### config.mk
export PLATFORM = sky130hd
export DESIGN_NAME = rob_commit_flat
export DESIGN_NICKNAME = d
export VERILOG_FILES = /design/src/rtl/rob_commit_if.sv /design/src/rtl/rob_commit.sv /design/src/flat_wrapper.sv
export SDC_FILE = /design/constraint.sdc
export NUM_CORES = 2
export LEC_CHECK = 0
export CORE_MARGIN = 4
export CORE_UTILIZATION = 33
export CTS_CLUSTER_SIZE = 25
export DETAILED_ROUTE_END_ITERATION = 10
export SYNTH_ARGS = -nofsm -noshare
export SYNTH_HDL_FRONTEND = slang
export SYNTH_SLANG_ARGS = --single-unit
### constraint.sdc
create_clock -name clk -period 21.6 [get_ports clk]
set_clock_uncertainty 0.2 [all_clocks]
set_input_delay 4.32 -clock clk [delete_from_list [all_inputs] [get_ports clk]]
set_output_delay 4.32 -clock clk [all_outputs]
set_load 0.01 [all_outputs]
### src/rtl/rob_commit_if.sv
// rob_commit_if: issue, rename, CDB, operand-query and commit signals of the reorder buffer
interface rob_commit_if #(parameter int XLEN = 32);
   logic            rdy;
   logic            issue_valid;
   logic            issue_has_rd;
   logic [4:0]      issue_rd;
   logic            issue_ready;
   logic [3:0]      issue_tag;
   logic            rd_in_flag;
   logic [4:0]      rd_in_a;
   logic [3:0]      rd_in_rob;
   logic            cdb_valid;
   logic [3:0]      cdb_rob;
   logic [XLEN-1:0] cdb_val;
   logic            cdb_mispred;
   logic [XLEN-1:0] cdb_target;
   logic [3:0]      q1_rob;
   logic [3:0]      q2_rob;
   logic            q1_ready;
   logic            q2_ready;
   logic [XLEN-1:0] q1_val;
   logic [XLEN-1:0] q2_val;
   logic            rd_out_flag;
   logic [4:0]      rd_out_a;
   logic [3:0]      rd_out_rob;
   logic [XLEN-1:0] rd_out_val;
   logic            flush;
   logic [XLEN-1:0] flush_pc;
   modport slave (
      input  rdy, issue_valid, issue_has_rd, issue_rd, cdb_valid, cdb_rob, cdb_val, cdb_mispred,
             cdb_target, q1_rob, q2_rob,
      output issue_ready, issue_tag, rd_in_flag, rd_in_a, rd_in_rob, q1_ready, q2_ready, q1_val,
             q2_val, rd_out_flag, rd_out_a, rd_out_rob, rd_out_val, flush, flush_pc
   );
   modport master (
      output rdy, issue_valid, issue_has_rd, issue_rd, cdb_valid, cdb_rob, cdb_val, cdb_mispred,
             cdb_target, q1_rob, q2_rob,
      input  issue_ready, issue_tag, rd_in_flag, rd_in_a, rd_in_rob, q1_ready, q2_ready, q1_val,
             q2_val, rd_out_flag, rd_out_a, rd_out_rob, rd_out_val, flush, flush_pc
   );
endinterface

### src/rtl/rob_commit.sv
// rob_commit: 16-entry reorder buffer (issue, CDB completion, in-order commit, mispredict flush); define ROB_CDB_FWD_EN to forward same-cycle CDB results
module rob_commit #(
   parameter int DEPTH = 16,
   parameter int XLEN  = 32
) (
   input logic        clk,
   input logic        rst_n,
   rob_commit_if.slave rob
);
   logic [DEPTH-1:0] busy_q, busy_d, done_q, done_d, mis_q, mis_d, has_rd_q, has_rd_d;
   logic [4:0]       rd_q [DEPTH];
   logic [4:0]       rd_d [DEPTH];
   logic [XLEN-1:0]  val_q [DEPTH];
   logic [XLEN-1:0]  val_d [DEPTH];
   logic [XLEN-1:0]  tgt_q [DEPTH];
   logic [XLEN-1:0]  tgt_d [DEPTH];
   logic [3:0]       head_q, head_d, tail_q, tail_d;
   logic [4:0]       count_q, count_d;
   logic             en, issue_fire, commit_fire, cdb_wr, head_hit, q1_fwd, q2_fwd, q1_hit, q2_hit;
   logic             head_mis;
   logic [XLEN-1:0]  head_val, head_tgt;
   // outputs are gated by rst_n so no flag can pulse while reset is held
   assign en = rob.rdy & rst_n;
`ifdef ROB_CDB_FWD_EN
   assign head_hit = rob.cdb_valid & (rob.cdb_rob == head_q);
   assign q1_fwd   = rob.cdb_valid & (rob.cdb_rob == rob.q1_rob) & busy_q[rob.q1_rob];
   assign q2_fwd   = rob.cdb_valid & (rob.cdb_rob == rob.q2_rob) & busy_q[rob.q2_rob];
`else
   assign head_hit = 1'b0;
   assign q1_fwd   = 1'b0;
   assign q2_fwd   = 1'b0;
`endif
   assign head_val    = done_q[head_q] ? val_q[head_q] : rob.cdb_val;
   assign head_mis    = done_q[head_q] ? mis_q[head_q] : rob.cdb_mispred;
   assign head_tgt    = done_q[head_q] ? tgt_q[head_q] : rob.cdb_target;
   assign commit_fire = en & busy_q[head_q] & (done_q[head_q] | head_hit);
   assign rob.flush    = commit_fire & head_mis;
   assign rob.flush_pc = head_tgt;
   assign rob.issue_ready = count_q != 5'(DEPTH);
   assign issue_fire      = en & rob.issue_valid & rob.issue_ready & ~rob.flush;
   assign rob.issue_tag   = tail_q;
   assign rob.rd_in_flag  = issue_fire & rob.issue_has_rd;
   assign rob.rd_in_a     = rob.issue_rd;
   assign rob.rd_in_rob   = tail_q;
   assign cdb_wr          = en & rob.cdb_valid & busy_q[rob.cdb_rob] & ~rob.flush;
   assign rob.rd_out_flag = commit_fire & has_rd_q[head_q];
   assign rob.rd_out_a    = rd_q[head_q];
   assign rob.rd_out_rob  = head_q;
   assign rob.rd_out_val  = head_val;
   assign q1_hit       = busy_q[rob.q1_rob] & done_q[rob.q1_rob];
   assign q2_hit       = busy_q[rob.q2_rob] & done_q[rob.q2_rob];
   assign rob.q1_ready = q1_fwd | q1_hit;
   assign rob.q2_ready = q2_fwd | q2_hit;
   assign rob.q1_val   = q1_fwd ? rob.cdb_val : q1_hit ? val_q[rob.q1_rob] : '0;
   assign rob.q2_val   = q2_fwd ? rob.cdb_val : q2_hit ? val_q[rob.q2_rob] : '0;
   always_comb begin
      busy_d   = busy_q;
      done_d   = done_q;
      mis_d    = mis_q;
      has_rd_d = has_rd_q;
      rd_d     = rd_q;
      val_d    = val_q;
      tgt_d    = tgt_q;
      head_d   = head_q;
      tail_d   = tail_q;
      count_d  = count_q + 5'(issue_fire) - 5'(commit_fire);
      if (cdb_wr) begin
         done_d[rob.cdb_rob] = 1'b1;
         val_d[rob.cdb_rob]  = rob.cdb_val;
         mis_d[rob.cdb_rob]  = rob.cdb_mispred;
         tgt_d[rob.cdb_rob]  = rob.cdb_target;
      end
      if (commit_fire) begin
         busy_d[head_q] = 1'b0;
         head_d         = head_q + 4'd1;
      end
      if (issue_fire) begin
         busy_d[tail_q]   = 1'b1;
         done_d[tail_q]   = 1'b0;
         mis_d[tail_q]    = 1'b0;
         has_rd_d[tail_q] = rob.issue_has_rd;
         rd_d[tail_q]     = rob.issue_rd;
         tail_d           = tail_q + 4'd1;
      end
      if (rob.flush) begin
         busy_d  = '0;
         done_d  = '0;
         mis_d   = '0;
         head_d  = '0;
         tail_d  = '0;
         count_d = '0;
      end
   end
   always_ff @(posedge clk or negedge rst_n) begin
      if (!rst_n) begin
         busy_q  <= '0;
         done_q  <= '0;
         mis_q   <= '0;
         head_q  <= '0;
         tail_q  <= '0;
         count_q <= '0;
      end else begin
         busy_q  <= busy_d;
         done_q  <= done_d;
         mis_q   <= mis_d;
         head_q  <= head_d;
         tail_q  <= tail_d;
         count_q <= count_d;
      end
   end
   // payload fields are only meaningful while busy, so they need no reset
   always_ff @(posedge clk) begin
      has_rd_q <= has_rd_d;
      rd_q     <= rd_d;
      val_q    <= val_d;
      tgt_q    <= tgt_d;
   end
endmodule

### src/flat_wrapper.sv
// flat-port wrapper written by rule: the top's interface ports become plain ports
module rob_commit_flat 
#(
   parameter int DEPTH = 16,
   parameter int XLEN  = 32
)
  (clk, rst_n, rob_rdy, rob_issue_valid, rob_issue_has_rd, rob_issue_rd, rob_cdb_valid, rob_cdb_rob, rob_cdb_val, rob_cdb_mispred, rob_cdb_target, rob_q1_rob, rob_q2_rob, rob_issue_ready, rob_issue_tag, rob_rd_in_flag, rob_rd_in_a, rob_rd_in_rob, rob_q1_ready, rob_q2_ready, rob_q1_val, rob_q2_val, rob_rd_out_flag, rob_rd_out_a, rob_rd_out_rob, rob_rd_out_val, rob_flush, rob_flush_pc);
  rob_commit_if #(.XLEN(XLEN)) rob_i ();
  input logic clk;
  input logic rst_n;
  input wire logic [$bits(rob_i.rdy)-1:0] rob_rdy;
  input wire logic [$bits(rob_i.issue_valid)-1:0] rob_issue_valid;
  input wire logic [$bits(rob_i.issue_has_rd)-1:0] rob_issue_has_rd;
  input wire logic [$bits(rob_i.issue_rd)-1:0] rob_issue_rd;
  input wire logic [$bits(rob_i.cdb_valid)-1:0] rob_cdb_valid;
  input wire logic [$bits(rob_i.cdb_rob)-1:0] rob_cdb_rob;
  input wire logic [$bits(rob_i.cdb_val)-1:0] rob_cdb_val;
  input wire logic [$bits(rob_i.cdb_mispred)-1:0] rob_cdb_mispred;
  input wire logic [$bits(rob_i.cdb_target)-1:0] rob_cdb_target;
  input wire logic [$bits(rob_i.q1_rob)-1:0] rob_q1_rob;
  input wire logic [$bits(rob_i.q2_rob)-1:0] rob_q2_rob;
  output wire logic [$bits(rob_i.issue_ready)-1:0] rob_issue_ready;
  output wire logic [$bits(rob_i.issue_tag)-1:0] rob_issue_tag;
  output wire logic [$bits(rob_i.rd_in_flag)-1:0] rob_rd_in_flag;
  output wire logic [$bits(rob_i.rd_in_a)-1:0] rob_rd_in_a;
  output wire logic [$bits(rob_i.rd_in_rob)-1:0] rob_rd_in_rob;
  output wire logic [$bits(rob_i.q1_ready)-1:0] rob_q1_ready;
  output wire logic [$bits(rob_i.q2_ready)-1:0] rob_q2_ready;
  output wire logic [$bits(rob_i.q1_val)-1:0] rob_q1_val;
  output wire logic [$bits(rob_i.q2_val)-1:0] rob_q2_val;
  output wire logic [$bits(rob_i.rd_out_flag)-1:0] rob_rd_out_flag;
  output wire logic [$bits(rob_i.rd_out_a)-1:0] rob_rd_out_a;
  output wire logic [$bits(rob_i.rd_out_rob)-1:0] rob_rd_out_rob;
  output wire logic [$bits(rob_i.rd_out_val)-1:0] rob_rd_out_val;
  output wire logic [$bits(rob_i.flush)-1:0] rob_flush;
  output wire logic [$bits(rob_i.flush_pc)-1:0] rob_flush_pc;
  assign rob_i.rdy = rob_rdy;
  assign rob_i.issue_valid = rob_issue_valid;
  assign rob_i.issue_has_rd = rob_issue_has_rd;
  assign rob_i.issue_rd = rob_issue_rd;
  assign rob_i.cdb_valid = rob_cdb_valid;
  assign rob_i.cdb_rob = rob_cdb_rob;
  assign rob_i.cdb_val = rob_cdb_val;
  assign rob_i.cdb_mispred = rob_cdb_mispred;
  assign rob_i.cdb_target = rob_cdb_target;
  assign rob_i.q1_rob = rob_q1_rob;
  assign rob_i.q2_rob = rob_q2_rob;
  assign rob_issue_ready = rob_i.issue_ready;
  assign rob_issue_tag = rob_i.issue_tag;
  assign rob_rd_in_flag = rob_i.rd_in_flag;
  assign rob_rd_in_a = rob_i.rd_in_a;
  assign rob_rd_in_rob = rob_i.rd_in_rob;
  assign rob_q1_ready = rob_i.q1_ready;
  assign rob_q2_ready = rob_i.q2_ready;
  assign rob_q1_val = rob_i.q1_val;
  assign rob_q2_val = rob_i.q2_val;
  assign rob_rd_out_flag = rob_i.rd_out_flag;
  assign rob_rd_out_a = rob_i.rd_out_a;
  assign rob_rd_out_rob = rob_i.rd_out_rob;
  assign rob_rd_out_val = rob_i.rd_out_val;
  assign rob_flush = rob_i.flush;
  assign rob_flush_pc = rob_i.flush_pc;
  rob_commit #(.DEPTH(DEPTH), .XLEN(XLEN)) u_core (.clk(clk), .rst_n(rst_n), .rob(rob_i));
endmodule
[Word level (Yosys, flattened, before mapping)]
Cells that the tools add are included.
Operators by class
  bitwise gates (word level): 27
  $add $sub $neg: 4
  equal/unequal tests: 1
  mux-type cells: 67
  reductions and logical operators: 7
  magnitude comparators: 15
Operators with widths (count)
  512-bit bitwise mux: 2
  32-bit binary-select mux with 4-bit select: 4
  32-bit two-way mux: 13
  16-bit two-way mux: 9
  32-bit demux with 4-bit select: 1
  80-bit bitwise mux: 1
  16-bit bitwise AND: 3
  1-bit binary-select mux with 4-bit select: 9
  16-bit bitwise mux: 2
  16-bit inverter: 2
  16-bit OR: 2
  5-bit >= comparator, second input constant: 5
  4-bit by 5-bit < comparator with 1-bit output, second input constant: 5
  4-bit inverter with 5-bit output: 5
  5-bit binary-select mux with 4-bit select: 1
  5-bit demux with 4-bit select: 1
  5-bit two-way mux: 4
  4-bit two-way mux: 4
  1-bit bitwise AND: 14
  1-bit two-way mux: 13
  1-bit demux with 4-bit select: 3
  4-bit by 1-bit >= comparator with 1-bit output, second input constant: 3
  5-bit by 1-bit < comparator with 1-bit output, second input constant: 2
  4-bit by 1-bit adder with 4-bit output, second input constant: 2
  6 further kinds: 11
Storage, ports and cells
  output and inout port bits: 156
  input bits: 88
  flip-flop bits (word level): 1181
  logic and storage cells: 176

[Longest topological paths before layout]
  depth in word-level cells: 11
  mapped depth: 18
  gate-level depth less buffers: 15

[Worst setup path before layout]
Ideal clock, no wire load.
  path type: input -> register
  start point: in rob_cdb_rob[0]
  end point: reg u_core.tgt_q[320] (netlist name), enable pin
  path buffers: 1
  library setup time: 0.644 ns
  data required time: 20.756 ns
  path slack: 9.656 ns
  stages: 4
  data arrival time: 11.100 ns
  cells stage by stage: buf_4 mux4_2 mux2i_1 nor4_1
Between the ends
  longest elaborated chain between the ends: 4
RTL lines
  from (decl): line flat_wrapper.sv:16  | input wire logic [$bits(rob_i.cdb_rob)-1:0] rob_cdb_rob;
  1-bit binary-select mux with 4-bit select: line rob_commit.sv:45  | assign cdb_wr = en & rob.cdb_valid & busy_q[rob.cdb_rob] & ~rob.flush;
  1-bit two-way mux (not written as such): line rob_commit.sv:45
  1-bit bitwise AND (2 in series): line rob_commit.sv:45
  to (signal assigned): line rob_commit.sv:116  | tgt_q <= tgt_d;
  to (decl): line rob_commit.sv:15  | logic [XLEN-1:0] tgt_q [DEPTH];
No other way between the ends. The select of a mux whose other input is x is not followed.
A chain may end at the register's enable or synchronous reset.

[Worst setup path in the final report]
  start point: in rob_q1_rob[2]
  end point: out rob_q1_val[7]
Between the ends
  longest elaborated chain between the ends: 5
  elaborated cells between the ends (all ways): 10
  those cells by class: mux (8); bitwise (2)
RTL lines
  from (decl): line flat_wrapper.sv:20  | input wire logic [$bits(rob_i.q1_rob)-1:0] rob_q1_rob;
  4-bit inverter with 5-bit output (not written as such): line rob_commit.sv:54  | assign rob.q1_val = q1_fwd ? rob.cdb_val : q1_hit ? val_q[rob.q1_rob] : '0;
  32-bit binary-select mux with 4-bit select: line rob_commit.sv:54
  32-bit two-way mux (not written as such) (2 in series): line rob_commit.sv:54
  32-bit two-way mux *: line rob_commit.sv:54
  to (decl): line flat_wrapper.sv:29  | output wire logic [$bits(rob_i.q1_val)-1:0] rob_q1_val;
Mark *: on every way between the ends. The rest lies on a longest branch, timed or not. The select of a mux whose other input is x is not followed.

==> results.py <==
metrics = {
    "synth": {
        "ys_ff_latch": 1181,
        "synth_flop_cell": "edfxtp_1",
        "synth-seq-area-share_pct": 64.17,
        "netlist-cell-type-count": 57,
        "synth_compound_gate_area_share_pct": 1.315,
        "synth-xor-area-share_pct": 0.09591,
        "yosys.area.top_type_share_pct": 61.38,
        "biggest_area_contributors_in_the_synthesized_netlist": "edfxtp_1 (61%), mux4_2 (28%), dfrtp_1 (2.8%), mux2_2 (1.3%), nor2b_1 (0.79%)",
        "syn_nets": 2662,
        "synth_top_family_by_area": "multiplexers",
        "synth-edff-count": 1120,
        "arithmetic_cell_share_of_the_synthesized_area_counting_full_adders_half_adders_and_majority_gates_pct": 0.3562,
        "post_synth_mux_area_share_pct": 29.77,
        "syn-mean-instance-area_um2": 21.41,
        "synth.largest_area_cell": "edfxtp_1",
        "synth_simple_gate_area_share_pct": 2.478,
        "synth_cells": 2559,
        "yosys_warnings": 0,
        "post_synth_instance_area_um2": 54790,
        "synthArstFlopShare_pct": 5.165,
    },
    "placement": {
        "placedCellCount": 4856,
        "total_placed_instance_area_um2": 59690,
        "finalWeightedCongestion": 0.7861,
        "port_buffers": 243,
        "place_hpwl_um": 87860,
    },
    "min_path": {
        "hold-path-cell-count": 2,
        "hp-class": "register to register",
    },
    "global_routing": {
        "first_global_vias": 30580,
        "grt_max_degree": 139,
        "groute.usage.overall_pct": 18.03,
        "grt_remaining_overflow": 0,
        "grt_first_pass_wirelength_um": 225000,
        "number_of_antenna_violations_at_the_first_check_in_global_routing": 14,
    },
    "setup_path": {
        "worstSetupEndpoint": "rob_q1_val[7]",
        "critical_path.startpoint": "rob_q1_rob[2]",
        "timing.critical_path.arrival_ns": 7.93,
        "regToRegEndpoint": "u_core.tgt_q[221]",
        "reg2reg_slack_ns": 15.38,
        "criticalPathCategory": "input port to output port",
        "capturing_element_type_of_the_critical_path": "output port",
        "timing.critical_path.fanout_max": 52,
        "crit_required_ns": 17.08,
        "kind_of_start_point_of_the_critical_path": "input port",
        "worstRegToRegCells": 7,
        "worst_r2r_startpoint": "u_core.rob.rd_out_rob[2]",
    },
    "floorplan": {
        "placement_rows": 149,
        "die_x_um": 415.5,
        "initial_utilization_pct": 33.21,
        "design.core.area_um2": 165000,
        "floorplan.die_area_um2": 172600,
        "pin_count": 244,
        "chipHeight_um": 415.5,
    },
    "cells_and_area": {
        "fin_area_um2": 64080,
        "post-route-util_pct": 38.84,
        "area_overhead_vs_synth_pct": 16.95,
        "drive_gt1_share_pct": 36.56,
        "final_common_cell": "edfxtp_1",
        "mostFrequentLayoutCells": "edfxtp_1 (1,120), mux4_2 (690), clkdlybuf4s50_1 (234)",
        "final-instance-count-excl-fill": 5100,
        "final_net_count": 2904,
        "final.fill_count": 14630,
    },
    "cts": {
        "cts_root_buf": "clkbuf_16",
        "tritoncts.num_buffers": 132,
        "clock_transition_at_the_register_clock_pins_on_the_worst_setup_and_hold_paths_after_cts_ns": 0.06,
        "clockBufferDepth": 3,
        "cts-resized-gates": 0,
        "h-tree-depth": 4,
        "post-cts-setup-buffer-count": 0,
        "worst_skew_pair.late_latency_ns": 0.78,
        "cts.sink_count": 1181,
        "tritoncts": "built",
        "cts-hold-fix-buffers": 0,
    },
    "sta": {
        "fin_setup_tns_ns": 0,
        "clock.fmax_ghz": 0.08029,
        "maxSlewViolCount": 0,
        "finalSetupViolations": 0,
        "period_share_pct": 57.66,
        "timing.max_slew.rel_slack_pct": 23.70,
        "final_critical_period_ns": 12.45,
        "worst_pin_slew_ns": 1.144,
        "rsz0062_at_grt": "no",
        "hold_violations": 0,
    },
    "routing": {
        "drt-pass1-iter-count": 7,
        "detail-route-antenna-nets": 0,
        "wire_per_inst_um": 30.60,
        "total_vias_in_the_final_route": 28750,
        "detailedRoute.firstIterationViolations": 2947,
        "routed_wirelength_um": 156100,
        "post-route-drc-count": 0,
        "vias_per_cell": 5.637,
    },
    "run": {
        "cap_violations": 0,
    },
    "power_and_ir_drop": {
        "static-leakage-power_nw": 19.75,
        "worst_ir_drop_on_vdd_mv": 0.1344,
        "power.density_cell_area_nw_per_um2": 98.64,
    },
    "outcome": {
        "status": "complete, no violations",
    },
}
## how the worst min path moves through the flow
stage | to | start | slack (ns)
floorplan | u_core.done_q[2] | u_core.done_q[2] | 0.28
global placement | u_core.done_q[14] | u_core.done_q[14] | 0.31
detailed placement | u_core.done_q[14] | u_core.done_q[14] | 0.32
CTS | u_core.done_q[14] | u_core.done_q[14] | 0.33
global route | u_core.done_q[4] | u_core.done_q[4] | 0.36
finish | u_core.mis_q[4] | u_core.mis_q[4] | 0.33
## flip-flops by register name (all words and copies together) (netlist names)
| signal | count |
|---|---|
| u_core.has_rd_q | 16 |
| u_core.rob.issue_tag | 4 |
| u_core.rd_q | 80 |
| u_core.done_q | 16 |
| u_core.count_q | 5 |
| u_core.tgt_q | 512 |
| u_core.rob.rd_out_rob | 4 |
| u_core.busy_q | 16 |
| u_core.val_q | 512 |
| u_core.mis_q | 16 |
## per-stage QoR
| stage | setup WS (ns) | hold WS, ns | power [mW] |
|---|---|---|---|
| 6_report | 9.145 | 0.3326 | 6.321 |
| 5_1_grt | 9.102 | 0.3587 | 6.598 |
| 4_1_cts | 9.198 | 0.3295 | 6.406 |
| 3_5_place_dp | 9.199 | 0.3202 | 4.162 |
| 3_3_place_gp | 9.194 | 0.3067 | 4.164 |
| 2_1_floorplan | 9.656 | 0.2786 | 3.710 |
## synth_stat cells (2+ instances only)
cell	n
xnor2_1	2
buf_6	5
nor4_1	2
mux2i_1	5
nor2_1	48
clkbuf_1	103
dfrtp_1	61
mux2_2	64
nand3_1	43
o211ai_1	9
buf_4	10
nor3_1	5
buf_8	2
a21oi_1	45
xor2_1	4
ha_1	14
o41ai_1	6
nor4_2	2
o21ai_0	33
o21ai_1	4
or3_1	3
buf_1	32
buf_2	52
inv_1	16
o21ba_1	2
and2_1	9
mux4_2	690
o21ba_2	2
nand2_1	61
nand2b_1	3
nor2b_1	69
nand4_1	8
edfxtp_1	1120
and3_1	2
## power breakdown
part	total (mW)	leakage (nW)	switching, mW	internal [mW]
Combinational	1.45	6.79	0.665	0.785
Sequential	2.64	10.9	0.0907	2.55
Clock	2.23	2.09	0.963	1.27
Total	6.32	19.7	1.72	4.60
## cell type report
class                   count  area [µm²]  area share (%)
multi-input cells        1156       18750           29.26
well taps                2189        2739           4.274
repair buffers            312        2955           4.612
diodes                      6       15.01         0.02343
clock buffers             164        3493           5.452
clock inverters            74       883.3           1.379
flip-flops and latches   1181       35170           54.89
inverters                  18       68.82          0.1074
## logic make-up after synthesis
kind of cell | after synthesis
flops | 1181
compound gates | 114
buf+inv | 222
mux | 759
fa+ha+maj | 15
simple gates | 262
xor+xnor | 6
## routing by layer
metal | track usage [%] | share of wire (%) | up-vias
met5 | 0 | 0.022 | -
met4 | 6.026 | 2.9 | 4
li1 | - | - | 11640
met2 | 30.58 | 51 | 1173
met1 | 23.43 | 40 | 15690
met3 | 3.355 | 6.1 | 245
## worst max-delay path, cell delays in order
cell and delay (ns):
buf_6 0.34, buf_4 0.76, buf_4 0.76, mux4_2 0.41, mux4_2 0.50, nor2b_1 0.15
clkdlybuf4s50_1 0.51
Note: power is estimated with default switching activity, not from simulation.
